`config.mk`:
```
export PLATFORM = sky130hd
export DESIGN_NAME = route_compute_unit_flat
export DESIGN_NICKNAME = d
export VERILOG_FILES = /design/src/rtl/route_compute_unit_if.sv /design/src/rtl/route_compute_unit.sv /design/src/flat_wrapper.sv
export SDC_FILE = /design/constraint.sdc
export NUM_CORES = 1
export LEC_CHECK = 0
export CAP_MARGIN = 10
export CORE_ASPECT_RATIO = 2
export CORE_MARGIN = 4
export CORE_UTILIZATION = 46
export CTS_CLUSTER_SIZE = 12
export DETAILED_ROUTE_END_ITERATION = 7
export PLACE_DENSITY_LB_ADDON = 0.3
export SYNTH_ARGS = -nofsm -noshare
export SYNTH_HDL_FRONTEND = slang
export SYNTH_SLANG_ARGS = --single-unit
```
`constraint.sdc`:
```
create_clock -name clk -period 5.1 [get_ports clk]
set_clock_uncertainty 0.2 [all_clocks]
set_input_delay 1.02 -clock clk [delete_from_list [all_inputs] [get_ports clk]]
set_output_delay 1.02 -clock clk [all_outputs]
set_load 0.05 [all_outputs]
```
`src/rtl/route_compute_unit_if.sv`:
```
// ----------------------------------------------------------------------------
// route_compute_unit_if
//
// Bundles the per-VC head-flit decode handshake between the input-stage VC
// buffers (master) and the shared route compute engine (slave).
//
// Signals:
//   decodeHeadFlit   master->slave  VC bits       per-VC decode request (level)
//   HeadFlit         master->slave  VC*flit bits  per-VC head flit, VC v at slice v
//   RequestMessage   slave->master  VC*REQUEST_WIDTH  per-VC compacted output port
//   headFlitDecoded  slave->master  VC bits       per-VC result valid (level)
//   routeError       slave->master  VC bits       per-VC bad destination
//                                                 (present only with DEST_CHECK_EN)
// ----------------------------------------------------------------------------
interface route_compute_unit_if #(
    parameter int VC            = 4,
    parameter int PhitPerFlit   = 2,
    parameter int DATA_WIDTH    = 8,
    parameter int REQUEST_WIDTH = 3
);
    logic [VC-1:0]                          decodeHeadFlit;
    logic [VC*PhitPerFlit*DATA_WIDTH-1:0]   HeadFlit;
    logic [VC*REQUEST_WIDTH-1:0]            RequestMessage;
    logic [VC-1:0]                          headFlitDecoded;
`ifdef DEST_CHECK_EN
    logic [VC-1:0]                          routeError;

    modport master (
        output decodeHeadFlit, HeadFlit,
        input  RequestMessage, headFlitDecoded, routeError
    );
    modport slave (
        input  decodeHeadFlit, HeadFlit,
        output RequestMessage, headFlitDecoded, routeError
    );
`else
    modport master (
        output decodeHeadFlit, HeadFlit,
        input  RequestMessage, headFlitDecoded
    );
    modport slave (
        input  decodeHeadFlit, HeadFlit,
        output RequestMessage, headFlitDecoded
    );
`endif
endinterface

```
`src/rtl/route_compute_unit.sv`:
```
// ----------------------------------------------------------------------------
// route_compute_unit
//
// Shared, registered two-stage head-flit route computation for a mesh router
// input stage. A round-robin arbiter picks one requesting VC per cycle;
// stage 1 latches the VC id and destination, stage 2 computes the dimension-
// ordered direction (XY or YX) and writes the compacted output-port index
// (existing ports numbered in order L, E, N, W, S) back to that VC.
//
// Ports:
//   clk  clock
//   rst  asynchronous, active-low reset
//   bus  route_compute_unit_if.slave (decodeHeadFlit, HeadFlit in;
//        RequestMessage, headFlitDecoded, routeError out)
//
// Optional feature macro: DEST_CHECK_EN
//   Defined: destinations with DX >= DIM_X or DY >= DIM_Y report port 0 and
//   raise routeError for that VC; routeError is refreshed on every write.
//   Undefined: no range check; out-of-range coordinates are compared normally.
// ----------------------------------------------------------------------------
module route_compute_unit #(
    parameter int DIM_X         = 4,
    parameter int DIM_Y         = 4,
    parameter int INDEX         = 5,
    parameter int DATA_WIDTH    = 8,
    parameter int PhitPerFlit   = 2,
    parameter int VC            = 4,
    parameter int COORD_W       = 4,
    parameter int REQUEST_WIDTH = 3,
    parameter int ROUTING       = 0
) (
    input logic                 clk,
    input logic                 rst,
    route_compute_unit_if.slave bus
);
    localparam int FLIT_W = PhitPerFlit * DATA_WIDTH;
    localparam int VC_W   = (VC > 1) ? $clog2(VC) : 1;
    localparam int NODE_X = INDEX % DIM_X;
    localparam int NODE_Y = INDEX / DIM_X;

    // Which of this node's mesh ports physically exist.
    localparam int HAS_E = (NODE_X < DIM_X - 1) ? 1 : 0;
    localparam int HAS_N = (NODE_Y < DIM_Y - 1) ? 1 : 0;
    localparam int HAS_W = (NODE_X > 0) ? 1 : 0;
    localparam int HAS_S = (NODE_Y > 0) ? 1 : 0;

    // Compacted indices: each port's number is the count of existing ports
    // that precede it in L, E, N, W, S order.
    localparam logic [REQUEST_WIDTH-1:0] PORT_L = '0;
    localparam logic [REQUEST_WIDTH-1:0] PORT_E = REQUEST_WIDTH'(1);
    localparam logic [REQUEST_WIDTH-1:0] PORT_N = REQUEST_WIDTH'(1 + HAS_E);
    localparam logic [REQUEST_WIDTH-1:0] PORT_W = REQUEST_WIDTH'(1 + HAS_E + HAS_N);
    localparam logic [REQUEST_WIDTH-1:0] PORT_S = REQUEST_WIDTH'(1 + HAS_E + HAS_N + HAS_W);

    typedef enum logic [1:0] {IDLE, BUSY, DONE} vcState_t;
    typedef enum logic [2:0] {DIR_L, DIR_E, DIR_N, DIR_W, DIR_S} dir_t;

    logic [COORD_W-1:0]       vcDx [VC];
    logic [COORD_W-1:0]       vcDy [VC];
    logic [VC-1:0]            eligible;

    logic                     grantValid;
    logic [VC_W-1:0]          grantVc;
    logic [VC_W-1:0]          rrPtrReg;

    logic                     s1ValidReg;
    logic [VC_W-1:0]          s1VcReg;
    logic [COORD_W-1:0]       s1DxReg;
    logic [COORD_W-1:0]       s1DyReg;

    dir_t                     routeDir;
    logic [REQUEST_WIDTH-1:0] routePort;
    logic [REQUEST_WIDTH-1:0] routeResult;

    // Only the two coordinate fields of each flit matter here; the rest is
    // payload passing through the VC buffers.
    logic unusedFlitBits;
    assign unusedFlitBits = ^bus.HeadFlit;

    // ------------------------------------------------------------------
    // Round-robin arbiter: first eligible VC at or after the pointer.
    // ------------------------------------------------------------------
    always_comb begin
        grantValid = 1'b0;
        grantVc    = '0;
        for (int i = 0; i < VC; i++) begin
            if (!grantValid && eligible[(int'(rrPtrReg) + i) % VC]) begin
                grantValid = 1'b1;
                grantVc    = VC_W'((int'(rrPtrReg) + i) % VC);
            end
        end
    end

    always_ff @(posedge clk or negedge rst) begin
        if (!rst) begin
            rrPtrReg <= '0;
        end else if (grantValid) begin
            rrPtrReg <= (int'(grantVc) == VC - 1) ? '0 : grantVc + 1'b1;
        end
    end

    // ------------------------------------------------------------------
    // Stage 1: capture the granted VC and its destination.
    // ------------------------------------------------------------------
    always_ff @(posedge clk or negedge rst) begin
        if (!rst) begin
            s1ValidReg <= 1'b0;
            s1VcReg    <= '0;
            s1DxReg    <= '0;
            s1DyReg    <= '0;
        end else begin
            s1ValidReg <= grantValid;
            if (grantValid) begin
                s1VcReg <= grantVc;
                s1DxReg <= vcDx[grantVc];
                s1DyReg <= vcDy[grantVc];
            end
        end
    end

    // ------------------------------------------------------------------
    // Stage 2 datapath: dimension-ordered direction, then compaction.
    // ------------------------------------------------------------------
    always_comb begin
        routeDir = DIR_L;
        if (ROUTING == 0) begin
            if (int'(s1DxReg) != NODE_X)
                routeDir = (int'(s1DxReg) > NODE_X) ? DIR_E : DIR_W;
            else if (int'(s1DyReg) != NODE_Y)
                routeDir = (int'(s1DyReg) > NODE_Y) ? DIR_N : DIR_S;
        end else begin
            if (int'(s1DyReg) != NODE_Y)
                routeDir = (int'(s1DyReg) > NODE_Y) ? DIR_N : DIR_S;
            else if (int'(s1DxReg) != NODE_X)
                routeDir = (int'(s1DxReg) > NODE_X) ? DIR_E : DIR_W;
        end
    end

    // A direction pointing off the mesh edge collapses to port 0.
    always_comb begin
        routePort = PORT_L;
        case (routeDir)
            DIR_E:   routePort = (HAS_E != 0) ? PORT_E : PORT_L;
            DIR_N:   routePort = (HAS_N != 0) ? PORT_N : PORT_L;
            DIR_W:   routePort = (HAS_W != 0) ? PORT_W : PORT_L;
            DIR_S:   routePort = (HAS_S != 0) ? PORT_S : PORT_L;
            default: routePort = PORT_L;
        endcase
    end

`ifdef DEST_CHECK_EN
    logic rangeErr;
    assign rangeErr    = (int'(s1DxReg) >= DIM_X) || (int'(s1DyReg) >= DIM_Y);
    assign routeResult = rangeErr ? PORT_L : routePort;
`else
    assign routeResult = routePort;
`endif

    // ------------------------------------------------------------------
    // Per-VC control and result registers.
    // ------------------------------------------------------------------
    for (genvar gi = 0; gi < VC; gi++) begin : gVc
        vcState_t                 stateReg;
        vcState_t                 stateNext;
        logic                     reqLevel;
        logic                     granted;
        logic                     s2Hit;
        logic                     isIdle;
        logic                     writeEn;
        logic                     clearEn;
        logic [REQUEST_WIDTH-1:0] reqMsgReg;
        logic                     decodedReg;

        assign vcDx[gi]     = bus.HeadFlit[gi*FLIT_W + COORD_W +: COORD_W];
        assign vcDy[gi]     = bus.HeadFlit[gi*FLIT_W +: COORD_W];
        assign reqLevel     = bus.decodeHeadFlit[gi];
        assign granted      = grantValid && (int'(grantVc) == gi);
        assign s2Hit        = s1ValidReg && (int'(s1VcReg) == gi);
        assign eligible[gi] = reqLevel && isIdle;

        always_ff @(posedge clk or negedge rst) begin
            if (!rst) stateReg <= IDLE;
            else      stateReg <= stateNext;
        end

        // A dropped request at the stage-2 edge cancels the decode; a
        // finished VC waits for its request to fall before re-arming.
        always_comb begin
            stateNext = stateReg;
            case (stateReg)
                IDLE:    if (granted) stateNext = BUSY;
                BUSY:    if (s2Hit) stateNext = reqLevel ? DONE : IDLE;
                DONE:    if (!reqLevel) stateNext = IDLE;
                default: stateNext = IDLE;
            endcase
        end

        always_comb begin
            isIdle  = (stateReg == IDLE);
            writeEn = (stateReg == BUSY) && s2Hit && reqLevel;
            clearEn = (stateReg == DONE) && !reqLevel;
        end

        // RequestMessage holds until the next successful write for this VC.
        always_ff @(posedge clk or negedge rst) begin
            if (!rst) begin
                reqMsgReg  <= '0;
                decodedReg <= 1'b0;
            end else if (writeEn) begin
                reqMsgReg  <= routeResult;
                decodedReg <= 1'b1;
            end else if (clearEn) begin
                decodedReg <= 1'b0;
            end
        end

        assign bus.RequestMessage[gi*REQUEST_WIDTH +: REQUEST_WIDTH] = reqMsgReg;
        assign bus.headFlitDecoded[gi] = decodedReg;

`ifdef DEST_CHECK_EN
        logic routeErrorReg;
        always_ff @(posedge clk or negedge rst) begin
            if (!rst)         routeErrorReg <= 1'b0;
            else if (writeEn) routeErrorReg <= rangeErr;
        end
        assign bus.routeError[gi] = routeErrorReg;
`endif
    end
endmodule

```
`src/flat_wrapper.sv`:
```
// flat-port wrapper written by rule: the top's interface ports become plain ports
module route_compute_unit_flat 
#(
    parameter int DIM_X         = 4,
    parameter int DIM_Y         = 4,
    parameter int INDEX         = 5,
    parameter int DATA_WIDTH    = 8,
    parameter int PhitPerFlit   = 2,
    parameter int VC            = 4,
    parameter int COORD_W       = 4,
    parameter int REQUEST_WIDTH = 3,
    parameter int ROUTING       = 0
)
  (clk, rst, bus_decodeHeadFlit, bus_HeadFlit, bus_RequestMessage, bus_headFlitDecoded);
  route_compute_unit_if #(.VC(VC), .PhitPerFlit(PhitPerFlit), .DATA_WIDTH(DATA_WIDTH), .REQUEST_WIDTH(REQUEST_WIDTH)) bus_i ();
  input logic clk;
  input logic rst;
  input wire logic [$bits(bus_i.decodeHeadFlit)-1:0] bus_decodeHeadFlit;
  input wire logic [$bits(bus_i.HeadFlit)-1:0] bus_HeadFlit;
  output wire logic [$bits(bus_i.RequestMessage)-1:0] bus_RequestMessage;
  output wire logic [$bits(bus_i.headFlitDecoded)-1:0] bus_headFlitDecoded;
  assign bus_i.decodeHeadFlit = bus_decodeHeadFlit;
  assign bus_i.HeadFlit = bus_HeadFlit;
  assign bus_RequestMessage = bus_i.RequestMessage;
  assign bus_headFlitDecoded = bus_i.headFlitDecoded;
  route_compute_unit #(.DIM_X(DIM_X), .DIM_Y(DIM_Y), .INDEX(INDEX), .DATA_WIDTH(DATA_WIDTH), .PhitPerFlit(PhitPerFlit), .VC(VC), .COORD_W(COORD_W), .REQUEST_WIDTH(REQUEST_WIDTH), .ROUTING(ROUTING)) u_core (.clk(clk), .rst(rst), .bus(bus_i));
endmodule
```
== Word-level counts from Yosys, hierarchy flattened ==
Index checks and enable logic that the tools add are counted.
Storage, ports and cells
  flip-flop bits (word level): 37
  word-level logic and storage cells: 174
Operators by class
  add/sub/neg operators: 4
  $lt $le $gt $ge: 7
  eq/ne operators: 32
  muxes and demuxes: 59
  bitwise logic cells: 4
  reduce and logical (&&, ||, !) cells: 51
Operators by type and width (count)
  2-bit 2-to-1 mux: 22
  1-bit logical AND: 27
  2-bit one-hot mux with 3 select lines: 4
  1-bit 2-to-1 mux: 19
  4-bit binary-select mux with 2-bit select: 2
  2-bit equality test (second input constant): 8
  4-bit 2-to-1 mux: 4
  2-bit by 1-bit inequality test with 1-bit output (second input constant): 8
  2-bit by 1-bit equality test with 1-bit output (second input constant): 6
  2-bit logical NOT: 6
  3-bit by 4-bit < comparator with 1-bit output (second input constant): 3
  3-bit one-hot mux with 4 select lines: 1
  3-bit AND reduction: 4
  3-bit 2-to-1 mux: 3
  1-bit binary-select mux with 2-bit select: 4
  4-bit by 1-bit > comparator with 1-bit output (second input constant): 2
  2-bit inequality test (second input constant): 4
  4-bit by 2-bit inequality test with 1-bit output (second input constant): 2
  2-bit nonzero test: 4
  1-bit logical NOT: 7
  3-bit by 2-bit equality test with 1-bit output (second input constant): 2
  2-bit OR reduction: 3
  2-bit by 1-bit adder with 2-bit output (second input constant): 2
  2-bit adder (second input constant): 2
  other kinds (6): 8

== Longest topological paths before layout ==
Gate-level depths: netlist of run 1.
  depth in word-level cells: 18
  gate-level depth with buffers: 8
  mapped depth without buffers: 5

== Least setup slack after synthesis of run 1 ==
Ideal clock, no wire load.
  kind: input-to-reg
  from: input port bus_decodeHeadFlit[2]
  to: register u_core.s1DxReg[0]
  library setup time: 0.129 ns
  data arrival time: 2.498 ns
  data required time: 4.771 ns
  setup slack: 2.272 ns
  cell stages on the path: 7
  buffers on the path: 2
  path through: or3b_1 > buf_2 > or3_1 > buf_6 > a311o_1 > a21oi_1 > a211oi_1
On the way
  word-level cells in the longest chain between the ends: 17
RTL lines
  start, declared: line flat_wrapper.sv:18  | input wire logic [$bits(bus_i.decodeHeadFlit)-1:0] bus_decodeHeadFlit;
  1-bit logical AND (*): line route_compute_unit.sv:179  | assign eligible[gi] = reqLevel && isIdle;
  1-bit binary-select mux with 2-bit select: line route_compute_unit.sv:87  | if (!grantValid && eligible[(int'(rrPtrReg) + i) % VC]) begin
  1-bit 2-to-1 mux (implied by the code): line route_compute_unit.sv:87
  1-bit 2-to-1 mux: line route_compute_unit.sv:87
  1-bit logical NOT: line route_compute_unit.sv:87
  1-bit logical AND: line route_compute_unit.sv:87
  1-bit 2-to-1 mux: line route_compute_unit.sv:87
  1-bit logical NOT: line route_compute_unit.sv:87
  1-bit logical AND: line route_compute_unit.sv:87
  1-bit 2-to-1 mux: line route_compute_unit.sv:87
  1-bit logical NOT: line route_compute_unit.sv:87
  1-bit logical AND: line route_compute_unit.sv:87
  2-bit 2-to-1 mux: line route_compute_unit.sv:87
  2-bit NOT with 3-bit output (implied by the code): line route_compute_unit.sv:115  | s1DxReg <= vcDx[grantVc];
  4-bit binary-select mux with 2-bit select: line route_compute_unit.sv:115
  4-bit 2-to-1 mux (implied by the code) (2 in series): line route_compute_unit.sv:115
  end signal, assigned: line route_compute_unit.sv:115
  end, declared: line route_compute_unit.sv:68  | logic [COORD_W-1:0] s1DxReg;
Every way passes the cells marked *; elsewhere a longest branch is shown, timed or not. The select of a mux whose other input is x is not followed.
A chain may end at the register's enable or synchronous reset.

== Worst setup path in the final report of run 1 ==
  from: input port bus_decodeHeadFlit[2]
  to: register u_core.s1DyReg[1]
On the way
  word-level cells in the longest chain between the ends: 17
RTL lines
  1-bit logical AND (*): line route_compute_unit.sv:179
  1-bit binary-select mux with 2-bit select: line route_compute_unit.sv:87
  1-bit 2-to-1 mux (implied by the code): line route_compute_unit.sv:87
  1-bit 2-to-1 mux: line route_compute_unit.sv:87
  1-bit logical NOT: line route_compute_unit.sv:87
  1-bit logical AND: line route_compute_unit.sv:87
  1-bit 2-to-1 mux: line route_compute_unit.sv:87
  1-bit logical NOT: line route_compute_unit.sv:87
  1-bit logical AND: line route_compute_unit.sv:87
  1-bit 2-to-1 mux: line route_compute_unit.sv:87
  1-bit logical NOT: line route_compute_unit.sv:87
  1-bit logical AND: line route_compute_unit.sv:87
  2-bit 2-to-1 mux: line route_compute_unit.sv:87
  2-bit NOT with 3-bit output (implied by the code): line route_compute_unit.sv:116  | s1DyReg <= vcDy[grantVc];
  4-bit binary-select mux with 2-bit select: line route_compute_unit.sv:116
  4-bit 2-to-1 mux (implied by the code) (2 in series): line route_compute_unit.sv:116
  end signal, assigned: line route_compute_unit.sv:116
  end, declared: line route_compute_unit.sv:69  | logic [COORD_W-1:0] s1DyReg;
Marks and branches as above.

==> impl_metrics.py, run 1 <==
metrics = {
    "timing": {
        "timing.final.crit_share": 0.665,
        "drv_slew": 0,
        "grt_setup_unrepaired": "no",
        "fin_ws_ns": 1.71,
        "post-route-min-period_ns": 3.39,
        "tightestPinTransition_ns": 0.818,
        "hold_viol_final": 0,
        "relSlewSlack": 0.451,
        "setup_tns_ns": 0,
        "clock.fmax_mhz": 295,
        "finalSetupViolCount": 0,
    },
    "place": {
        "finalWeightedCongestion": 0.780,
        "dp_slack_ns": 1.41,
        "dp_hpwl_um": 3770,
        "place_area_mm2": 0.00250,
        "io_buffers": 53,
    },
    "layout": {
        "nFillCells": 368,
        "multi_input_area_um2": 951,
        "drive_gt1_frac": 0.103,
        "nets": 311,
        "area_delta_synth_final_pct": 30.0,
        "postLayoutCellArea_mm2": 0.00260,
        "layout.area.seq_um2": 926,
        "utilization": 0.623,
        "antenna_cells": 0,
    },
    "clock_tree": {
        "root_buffer": "clkbuf_8",
        "numCtsBuffers": 5,
        "cts_tree": "yes",
        "clock_sinks": 37,
        "htree_levels": 2,
        "cts_setup_buffers": 0,
        "hold_buffers": 0,
        "ctsLongestPathBuffers": 2,
        "clk_pin_slew_ns": 0.07,
        "clock_latency_ns": 0.29,
        "cts_resized": 0,
    },
    "critical_path": {
        "crit_type": "input pin to flip-flop",
        "critPathCaptureType": "flip-flop",
        "r2r_end": "u_core.s1DyReg[1]",
        "worst-path-max-fanout": 8,
        "r2r_slack_ns": 2.53,
        "reg2regPathDepth": 5,
        "crit_arrival_ns": 3.34,
        "cp-start-kind": "input pin",
        "r2r_start": "u_core.gVc[2].stateReg[1]",
        "critPathRequiredTime_ns": 5.05,
    },
    "global_routing": {
        "grt_first_pass_wirelength_um": 7690,
        "grt_use_total": 0.194,
        "overflow": 0,
        "antenna_found_initial": 0,
        "grt_pass1_vias": 1594,
        "grt_max_degree": 38,
    },
    "synthesis": {
        "syn_inst": 193,
        "synth-seq-area-share": 0.463,
        "synth_area_per_cell_um2": 10.4,
        "synthXorXnorAreaFrac": 0,
        "synth_edf_count": 0,
        "synthSimpleGateAreaFrac": 0.175,
        "synthAdderAreaFrac": 0,
        "synth_compound_area_frac": 0.198,
        "synth_nets": 263,
        "ys_warn_count": 0,
        "synth_top_family_by_area": "compound AO/OA/AOI/OAI gates",
        "synthTopCellsByArea": "dfrtp_1 46%, mux2_2 6.8%, a211oi_1 3.8%",
        "muxShareOfSynthArea": 0.103,
        "yosysMostFrequentCell": "dfrtp_1",
        "async_reset_ff_frac": 1.00,
        "synth_top_area_frac": 0.463,
        "synth-main-ff-cell": "dfrtp_1",
        "yosysUniqueCellTypes": 41,
        "yosysTopAreaCell": "dfrtp_1",
        "synth_area_mm2": 0.00200,
        "synth_seq_cells": 37,
        "synthTopCellsByCount": "37 x dfrtp_1, 12 x mux2_2, 12 x o21ai_0",
    },
    "drt": {
        "via_count": 1665,
        "drt-initial-drc-count": 28,
        "drtAntennaViolNets": 0,
        "first_pass_iters": 4,
        "finalWirelength_um": 4750,
        "viasPerCell": 5.66,
        "drc": 0,
        "wl_per_cell_um": 16.1,
    },
    "worst_hold_path": {
        "worstHoldStart": "u_core.gVc[0].reqMsgReg[2]",
        "min_to": "u_core.gVc[0].reqMsgReg[2]",
        "hold_class": "flip-flop to flip-flop",
        "holdPathStages": 1,
    },
    "power": {
        "pwr-share-clk": 0.151,
        "powerDensity_mw_per_mm2": 553,
        "pwr-share-seq": 0.343,
        "power_frac_comb": 0.506,
        "sw_frac_of_total": 0.440,
        "cell_internal_pwr_mw": 0.805,
        "p_sw_mw": 0.632,
        "power.leakage_nw": 1.08,
        "vdd_drop_max_v": 0.000282,
    },
    "floorplanning": {
        "ios": 86,
        "dieArea_mm2": 0.00553,
        "die_h_um": 101,
        "coreArea_mm2": 0.00417,
        "die_x_um": 54.6,
        "placementRows": 33,
        "initial_utilization": 0.479,
    },
    "status": {
        "outcome": "complete, no violations",
    },
    "job": {
        "drv_cap": 0,
    },
}
-- worst max-delay path by stage --
stage	endpoint	start	cells after the start	slack [ns]
6_report	u_core.s1DyReg[1]	bus_decodeHeadFlit[2]	6	1.71
5_1_grt	u_core.s1DyReg[0]	bus_decodeHeadFlit[2]	6	1.50
4_1_cts	u_core.s1DyReg[0]	bus_decodeHeadFlit[2]	6	1.72
3_5_place_dp	u_core.s1DyReg[0]	bus_decodeHeadFlit[2]	6	1.41
3_3_place_gp	u_core.s1DyReg[0]	bus_decodeHeadFlit[2]	6	1.39
2_1_floorplan	u_core.s1DxReg[0]	bus_decodeHeadFlit[2]	7	2.27
-- flip-flops by register name, summed over array words and instances (netlist names) --
signal                 count
u_core.gVc.reqMsgReg      12
u_core.gVc.stateReg        8
u_core.gVc.decodedReg      4
u_core.s1DxReg             4
u_core.s1DyReg             4
u_core.rrPtrReg            2
u_core.s1VcReg             2
u_core.s1ValidReg          1
-- layout by cell type (no fill, tap or decap), drive strengths merged, types with 2 or more instances in the layout --
| cell | Yosys | routed |
|---|---|---|
| nor2b | 4 | 4 |
| clkinv | 0 | 2 |
| a21oi | 10 | 10 |
| inv | 9 | 9 |
| nor3b | 3 | 3 |
| nor3 | 5 | 5 |
| mux2i | 7 | 7 |
| dfrtp | 37 | 37 |
| a211oi | 10 | 10 |
| or4 | 7 | 7 |
| o21a | 7 | 7 |
| o31a | 3 | 3 |
| nand2 | 10 | 10 |
| nor4bb | 2 | 2 |
| nand3 | 2 | 2 |
| mux2 | 12 | 12 |
| nand2b | 2 | 2 |
| a311o | 7 | 7 |
| nor2 | 11 | 11 |
| clkbuf | 3 | 6 |
| nor4b | 2 | 2 |
| or3b | 4 | 4 |
| clkdlybuf4s50 | 0 | 52 |
| o22ai | 2 | 2 |
| o21ai | 14 | 14 |
-- metal layers --
layer	GRT usage	wire (um)	up-vias
met2	0.343	2670	54
li1	-	-	816
met4	0.0979	178	0
met1	0.206	1680	786
met5	0	0	-
met3	0.0353	216	9
-- cells by family after synthesis --
| family | after synthesis |
|---|---|
| buffers and inverters | 21 |
| and+or+nand+nor | 58 |
| DFF | 37 |
| muxes | 19 |
| AOI/OAI and AO/OA | 58 |
-- worst max-delay path, stage by stage --
cell and delay (ns):
clkdlybuf4s50_1 0.54, or3b_1 0.48, or3_1 0.53, a311o_1 0.39, a21oi_1 0.29, a211oi_1 0.08
-- power by group through the flow --
stage / combinational [mW] / sequential, mW / clock, mW
floorplan: 0.467 / 0.578 / 0
global placement: 0.721 / 0.493 / 0
detailed placement: 0.734 / 0.497 / 0
CTS: 0.734 / 0.492 / 0.224
global route: 0.794 / 0.511 / 0.235
finish: 0.728 / 0.493 / 0.217
-- stage by stage --
| step | total power, mW | instances | hold slack, ns |
|---|---|---|---|
| 3_3_place_gp | 1.21 | 286 | 0.286 |
| 5_1_grt | 1.54 | 294 | 0.313 |
| 2_1_floorplan | 1.05 | 193 | 0.249 |
| 4_1_cts | 1.45 | 294 | 0.310 |
| 3_5_place_dp | 1.23 | 286 | 0.289 |
| 6_report | 1.44 | 294 | 0.305 |
-- cell type report --
type,instances,area share
multi-input combinational,135,0.366
clock buffer,6,0.0318
inverter,9,0.0130
tap,52,0.0250
timing repair buffer,53,0.202
sequential,37,0.356
clock inverter,2,0.00530
No activity file was read; power rests on OpenSTA's default activity.
==> inputs of run 2 (changes only) <==
--- a/config.mk
+++ b/config.mk
@@ -8,7 +8,7 @@
 export CAP_MARGIN = 10
 export CORE_ASPECT_RATIO = 2
 export CORE_MARGIN = 4
-export CORE_UTILIZATION = 46
+export CORE_UTILIZATION = 38
 export CTS_CLUSTER_SIZE = 12
 export DETAILED_ROUTE_END_ITERATION = 7
 export PLACE_DENSITY_LB_ADDON = 0.3
==> constraint.sdc (replaced) <==
create_clock -name clk -period 3.04 [get_ports clk]
set_clock_uncertainty 0.2 [all_clocks]
set_input_delay 0.608 -clock clk [delete_from_list [all_inputs] [get_ports clk]]
set_output_delay 0.608 -clock clk [all_outputs]
set_load 0.05 [all_outputs]
==> run 2 against run 1 <==
  * Non-clock buffer count rose by 14
  * Register-to-register slack got worse by 1.9 ns
  * Via count increased by 3.8%
  * First-iteration DRC count grew 39%
  * Critical endpoint is now u_core.s1DyReg[0]
  * Die area grew 19%
  * Sequential share of layout area is 1.9 points lower
==> impl_metrics.py, run 2 (synthesis gave the netlist of run 1 again) <==
metrics = {
    "layout": {
        "layout_common_cells": "53 x clkdlybuf4s50_1, 37 x dfrtp_1, 13 x buf_4",
        "largest_register_ffs": 12,
        "area_delta_synth_final_pct": 37.3,
        "layout_commonest_cell": "clkdlybuf4s50_1",
        "antenna_cells": 0,
        "largestRegisters": "u_core.gVc.reqMsgReg: 12 flops, u_core.gVc.stateReg: 8 flops",
        "multi_input_area_um2": 951,
        "nets": 325,
        "layout.area.seq_um2": 926,
        "nFillCells": 474,
        "postLayoutCellArea_mm2": 0.00274,
        "stdcell_count": 314,
        "top_register": "u_core.gVc.reqMsgReg",
        "drive_gt1_frac": 0.145,
    },
    "clock_tree": {
        "numCtsBuffers": 5,
        "clock_latency_ns": 0.29,
        "htree_levels": 2,
        "cts_setup_buffers": 0,
        "root_buffer": "clkbuf_8",
        "clk_pin_slew_ns": 0.07,
        "cts_tree": "yes",
        "cts_resized": 0,
        "clock_sinks": 37,
        "ctsLongestPathBuffers": 2,
        "hold_buffers": 0,
    },
    "place": {
        "io_buffers": 53,
        "finalWeightedCongestion": 0.861,
        "dp_hpwl_um": 3790,
        "dp_slack_ns": -0.0448,
        "place_area_mm2": 0.00263,
        "dp.cells": 306,
    },
    "timing": {
        "fin_ws_ns": 0.278,
        "grt_setup_unrepaired": "no",
        "tightestPinTransition_ns": 0.786,
        "drv_slew": 0,
        "post-route-min-period_ns": 2.76,
        "finalSetupViolCount": 0,
        "timing.final.crit_share": 0.909,
        "hold_viol_final": 0,
        "setup_tns_ns": 0,
        "clock.fmax_mhz": 362,
        "relSlewSlack": 0.472,
    },
    "global_routing": {
        "antenna_found_initial": 0,
        "grt_use_total": 0.161,
        "overflow": 0,
        "grt_first_pass_wirelength_um": 8070,
        "grt_pass1_vias": 1785,
        "grt_max_degree": 38,
    },
    "floorplanning": {
        "coreArea_mm2": 0.00514,
        "die_h_um": 111,
        "dieArea_mm2": 0.00655,
        "initial_utilization": 0.389,
        "ios": 86,
        "placementRows": 37,
        "die_x_um": 59.3,
    },
    "job": {
        "drv_cap": 0,
    },
    "drt": {
        "wl_per_cell_um": 15.6,
        "drtAntennaViolNets": 0,
        "first_pass_iters": 4,
        "drt-initial-drc-count": 39,
        "drc": 0,
        "via_count": 1728,
        "viasPerCell": 5.50,
        "finalWirelength_um": 4900,
    },
    "power": {
        "powerDensity_mw_per_mm2": 944,
        "power.leakage_nw": 1.15,
        "finalPower_mw": 2.59,
        "vdd_drop_max_v": 0.000653,
    },
    "critical_path": {
        "slowest_delay_ns": 0.66,
        "crit_arrival_ns": 2.73,
        "critPathRequiredTime_ns": 3.01,
        "r2r_start": "u_core.gVc[2].stateReg[1]",
        "cp-start-kind": "input pin",
        "cp_cell_sequence": "clkdlybuf4s50_1, or3b_1, nor3_1, nor3_1, a211oi_1, a211oi_1",
        "crit_type": "input pin to flip-flop",
        "worst-path-max-fanout": 10,
        "worstSetupStartpoint": "bus_decodeHeadFlit[2]",
        "critPathCaptureType": "flip-flop",
        "crit_slowest_cell": "nor3_1",
    },
    "worst_hold_path": {
        "worstHoldStart": "u_core.gVc[2].stateReg[1]",
        "hold_class": "flip-flop to flip-flop",
    },
    "status": {
        "outcome": "complete, no violations",
    },
}
==> run 2: cell type report <==
class,count,share of cell area
Sequential cell,37,0.338
Timing Repair Buffer,67,0.236
Multi-Input combinational cell,135,0.347
Tap cell,58,0.0265
Clock buffer,6,0.0265
Clock inverter,2,0.0141
Inverter,9,0.0123
==> run 2: path summary, 6_finish.rpt <==
| path | slack, ns | depth (start not counted) | end |
|---|---|---|---|
| max reg2reg | 0.63 | 5 | u_core.s1DyReg[0] |
| max | 0.28 | 6 | u_core.s1DyReg[0] |
| max in group asynchronous | 1.77 | 2 | u_core.s1VcReg[1] |
| min reg2reg | 0.30 | 1 | u_core.gVc[2].stateReg[0] |
| min | 0.30 | 1 | u_core.gVc[2].stateReg[0] |
| min in group asynchronous | 0.54 | 2 | u_core.gVc[0].decodedReg |
==> run 2: stage by stage <==
| stage | hold slack (ns) | utilization |
|---|---|---|
| after global placement | 0.281 | 0.512 |
| after global routing | 0.322 | 0.534 |
| final | 0.301 | 0.534 |
| after CTS | 0.306 | 0.534 |
| after detailed placement | 0.296 | 0.512 |
| after floorplan | 0.112 | - |
==> run 2: layer usage <==
metal / track usage / wire (um)
met4: 0.0817 / 167
met3: 0.0175 / 114
met5: 0 / 0
met2: 0.301 / 2910
met1: 0.163 / 1710
==> run 2: worst max-delay path: cells and delay by family <==
kind / cells / cell delay, ns
compound gates: 2 / 0.41
buf+inv: 1 / 0.48
simple gates: 3 / 1.23
==> run 2: where the power goes <==
group          internal, mW  leakage, nW  switching [mW]
Clock                 0.246       0.0554           0.179
Sequential            0.684        0.434           0.145
Combinational         0.577        0.663           0.759
